File: config.mk
export PLATFORM = sky130hd
export DESIGN_NAME = decode_regfile
export DESIGN_NICKNAME = d
export VERILOG_FILES = /design/src/rtl/decode_regfile.sv
export SDC_FILE = /design/constraint.sdc
export NUM_CORES = 1
export LEC_CHECK = 0
export BUFFER_PORTS_ARGS = -buffer_cell sky130_fd_sc_hd__buf_2
export CAP_MARGIN = 5
export CORE_ASPECT_RATIO = 0.75
export CORE_MARGIN = 2
export CORE_UTILIZATION = 55
export DETAILED_ROUTE_END_ITERATION = 10
export GPL_TIMING_DRIVEN = 0
export PLACE_DENSITY = 0.84
export SYNTH_ARGS = -nofsm -noshare
export SYNTH_HDL_FRONTEND = slang
export SYNTH_SLANG_ARGS = --single-unit
File: constraint.sdc
create_clock -name CLK_EX -period 4.25 [get_ports CLK_EX]
set_input_delay 0 -clock CLK_EX [delete_from_list [all_inputs] [get_ports CLK_EX]]
set_output_delay 0 -clock CLK_EX [all_outputs]
set_load 0.03 [all_outputs]
File: src/rtl/decode_regfile.sv
// CPU15 decode stage with 8x16 register file; `DECODE_FWD_EN adds the write-back bypass to operand reads.
// Latency: 1 cycle ROM_DATA -> outputs; write-back commits one edge after execute; no backpressure, never stalls.
module decode_regfile (
    input  logic        CLK_EX,
    input  logic        RESET_N,
    input  logic [14:0] ROM_DATA,
    input  logic [15:0] REG_IN,
    input  logic        REG_WEN,
    output logic [3:0]  OP_CODE,
    output logic [15:0] REG_A,
    output logic [15:0] REG_B,
    output logic [7:0]  OP_DATA,
    output logic [7:0]  RAM_RADDR,
    output logic [7:0]  RAM_WADDR
);

    typedef struct packed {
        logic [3:0] op;
        logic [2:0] ia;
        logic [2:0] ib;
        logic [7:0] imm;
    } instr_t;

    instr_t      ins;
    logic [15:0] rf [8];
    logic [2:0]  dst_d;
    logic [2:0]  dst_w;
    logic [15:0] rd_a;
    logic [15:0] rd_b;

    // ib and imm overlap; both are extracted and execute picks the one it needs
    assign ins = '{op: ROM_DATA[14:11], ia: ROM_DATA[10:8], ib: ROM_DATA[7:5], imm: ROM_DATA[7:0]};

`ifdef DECODE_FWD_EN
    always_comb begin
        rd_a = rf[ins.ia];
        rd_b = rf[ins.ib];
        if (REG_WEN && (dst_w == ins.ia)) rd_a = REG_IN;
        if (REG_WEN && (dst_w == ins.ib)) rd_b = REG_IN;
    end
`else
    assign rd_a = rf[ins.ia];
    assign rd_b = rf[ins.ib];
`endif

    // dst_w trails issue by two edges: it names the register whose result sits on REG_IN
    always_ff @(posedge CLK_EX) begin
        if (!RESET_N) begin
            OP_CODE   <= '0;
            REG_A     <= '0;
            REG_B     <= '0;
            OP_DATA   <= '0;
            RAM_RADDR <= '0;
            RAM_WADDR <= '0;
            dst_d     <= '0;
            dst_w     <= '0;
            for (int i = 0; i < 8; i++) rf[i] <= '0;
        end else begin
            OP_CODE   <= ins.op;
            REG_A     <= rd_a;
            REG_B     <= rd_b;
            OP_DATA   <= ins.imm;
            RAM_RADDR <= ins.imm;
            RAM_WADDR <= OP_DATA;
            dst_d     <= ins.ia;
            dst_w     <= dst_d;
            if (REG_WEN) rf[dst_w] <= REG_IN;
        end
    end

endmodule

==> key figures <==
Power and ir drop
  • Lkg Pwr: a little over 0.004 uW
  • Combinational Power Share: 11.2%
  • Pint: 3190 uW
  • Switching power share of the total: 24.9%
  • Power share of the sequential group: about half
  • Net switching power: roughly 1100 uW
  • Pwr dens: between 400 and 500 nW/um^2
  • Clock power share: 40.5%
  • Peak supply drop: between 0.2 and 0.3 mV

Clock network
  • Post-cts sizing count: 0
  • CTS root buf: clkbuf_16
  • Inserted Clock Buffers: 17
  • Clock sink count: 186
  • Hold-fix buffers, CTS: 25
  • # H-tree levels: 4
  • Worst-Skew Late Latency: 0.45 ns
  • Worst-case clock buffer depth: 2
  • Clock transition at the registers of the reported paths: 0.07 ns
  • CTS tree: yes
  • Setup bufs post-CTS: 0

Synthesis
  • Cell variety after synth: 21
  • Synth warn: 0
  • Seq/Total Area, Yosys: 59.8%
  • Syn avg cell area: 13.9 sq um
  • Synth Instances: 602
  • Mapped Nets: 636
  • Yosys reg bits: 186
  • Cell Area, Synth: around 8400 sq um

Placement
  • DP Worst Slack: ~1.8 ns
  • Cells after DPL: approximately 900
  • Gpl congestion: 0.853
  • DP HPWL: 14700 microns
  • IO Port Bufs: 87

Setup path
  • Worst endpoint data arrival time: 2.69 ns
  • CP Max Fanout: 16
  • Setup crit end kind: flop
  • Worst Path Required: about 4.3 ns
  • Startpoint Class: flop
  • R2r worst-path depth: 3
  • R2r setup slk: 1.62 ns
  • Critical path type: flop to flop

STA
  • Hold slack: between 0.03 and 0.04 ns
  • Worst Max-Slew Pin Slew: approximately 1.2 ns
  • Fmax: 380 MHz
  • Final worst slack: 1.62 ns
  • # setup viols final: 0
  • Endpoints failing hold: 0
  • Total Neg Setup Slack: 0 ns
  • RSZ-0062 raised after global routing: false
  • Period minus WS final: 2.63 ns
  • Final Cycle Share: 61.9%
  • Clk_skew: 0.0136 ns
  • Slew Limit Fails: 0
  • Relative slew margins: 18.4%

Final layout
  • Synth-to-Final Area Change: 20.7%
  • Most common cell after layout, fill and taps aside: and2_1
  • Commonest cells after routing, fill and taps aside: and2_1, edfxtp_1, buf_2
  • Post-route non-filler standard cell count: 952
  • Antenna cell count: 0
  • Share of layout cells above drive strength 1: 32.0%
  • Final core utilization: 68.9%
  • Final-stage net count: 773

Floorplanning
  • Core Area: 14600 sq um
  • Rows: 38
  • Die H: 111 microns
  • Starting Density: 57.1%
  • DIE AREA: 16200 sq um
  • Die width: 146 microns
  • Number of I/O pins: 94

Hold path
  • HP Class: input port to flop
  • Hold Path Depth: 3

Routing
  • Pre-antenna DRT Iters: 5
  • Routed Antenna Nets: 0
  • Routed vias: 5940
  • Detailed Route WL: 23600 microns
  • DRC: 0
  • Via density: 6.24
  • Routed WL per cell: ~25 microns
  • Starting DRC count in detailed routing: 852

Global routing
  • Largest net degree at the start of global routing: 18
  • First-pass GRT wire length: 35300 microns
  • GRT overflow: 0
  • GRT Overall Usage: 29.8%
  • Antenna violations before repair: 0
  • Vias in the first global route: 5988

Job
  • Max cap viols: 0

Status
  • Outcome: finished, final reports clean
flip-flops by register name, indices dropped and copies added, names as in the netlist:
register	count
RAM_RADDR	8
dst_d	3
dst_w	3
OP_CODE	4
REG_B	16
rf	128
REG_A	16
RAM_WADDR	8
area by class of cell:
class,count,area (sq um)
multi-input cells,371,3110
clock buffers,21,504
well taps,200,250
clock inverters,11,140
repair buffers,118,813
fillers,962,4550
flip-flops and latches,186,5000
plain buffers,45,270
power groups by stage:
| stage | logic, uW | registers [uW] | clock network, uW |
|---|---|---|---|
| 2_1_floorplan | 217 | 2150 | 0 |
| 3_3_place_gp | 417 | 2090 | 0 |
| 3_5_place_dp | 445 | 2090 | 0 |
| 4_1_cts | 468 | 2050 | 1710 |
| 5_1_grt | 498 | 2060 | 1790 |
| 6_report | 478 | 2050 | 1720 |
final timing paths:
check	startpoint	end
worst max-delay path	dst_w[0]	rf[0][5]
worst min-delay path	ROM_DATA[8]	REG_A[0]
worst max register to register	dst_w[0]	rf[0][5]
worst min register to register	dst_d[0]	dst_w[0]
critical path, stage by stage, from the launching register on:
cell and delay, ns:
dfxtp_1 0.32, nand3b_2 0.32, nor3_2 0.58, nand2b_1 1.02
synthesized netlist by cell type:
cell	count	area [sq um]
and2_1	154	963
buf_1	2	7.51
buf_12	2	40.0
buf_2	12	60.1
buf_4	10	75.1
buf_6	2	22.5
clkbuf_1	16	60.1
clkbuf_2	1	5.00
dfxtp_1	58	1160
edfxtp_1	128	3840
mux2_2	64	721
mux4_1	16	420
mux4_2	16	360
nand2_1	3	11.3
nand2b_1	6	37.5
nand3_2	1	10.0
nand3b_2	1	11.3
nor2_1	38	143
nor3_2	2	20.0
o21ai_0	38	190
o22ai_1	32	200
per-layer routing:
layer	wire length, microns	GRT usage [%]
met1	8510	38.2
met2	11400	47.3
met3	2720	8.35
met4	935	14.0
met5	0	0
cell families (layout without fill, tap and decap cells):
kind of cell    Yosys count  in the layout  synth area share (%)
buf+inv                  45            195                  3.23
flops                   186            186                  59.8
compound gates           70             70                  4.67
simple gates            205            205                  14.3
mux                      96             96                  18.0
stage by stage:
| stage | instance area [sq um] | total power [uW] |
|---|---|---|
| after floorplan | 8360 | 2360 |
| after global placement | 9050 | 2500 |
| after detailed placement | 9200 | 2530 |
| after CTS | 10100 | 4230 |
| after global routing | 10100 | 4350 |
| final | 10100 | 4250 |
Power figures use the tool's default switching activity.
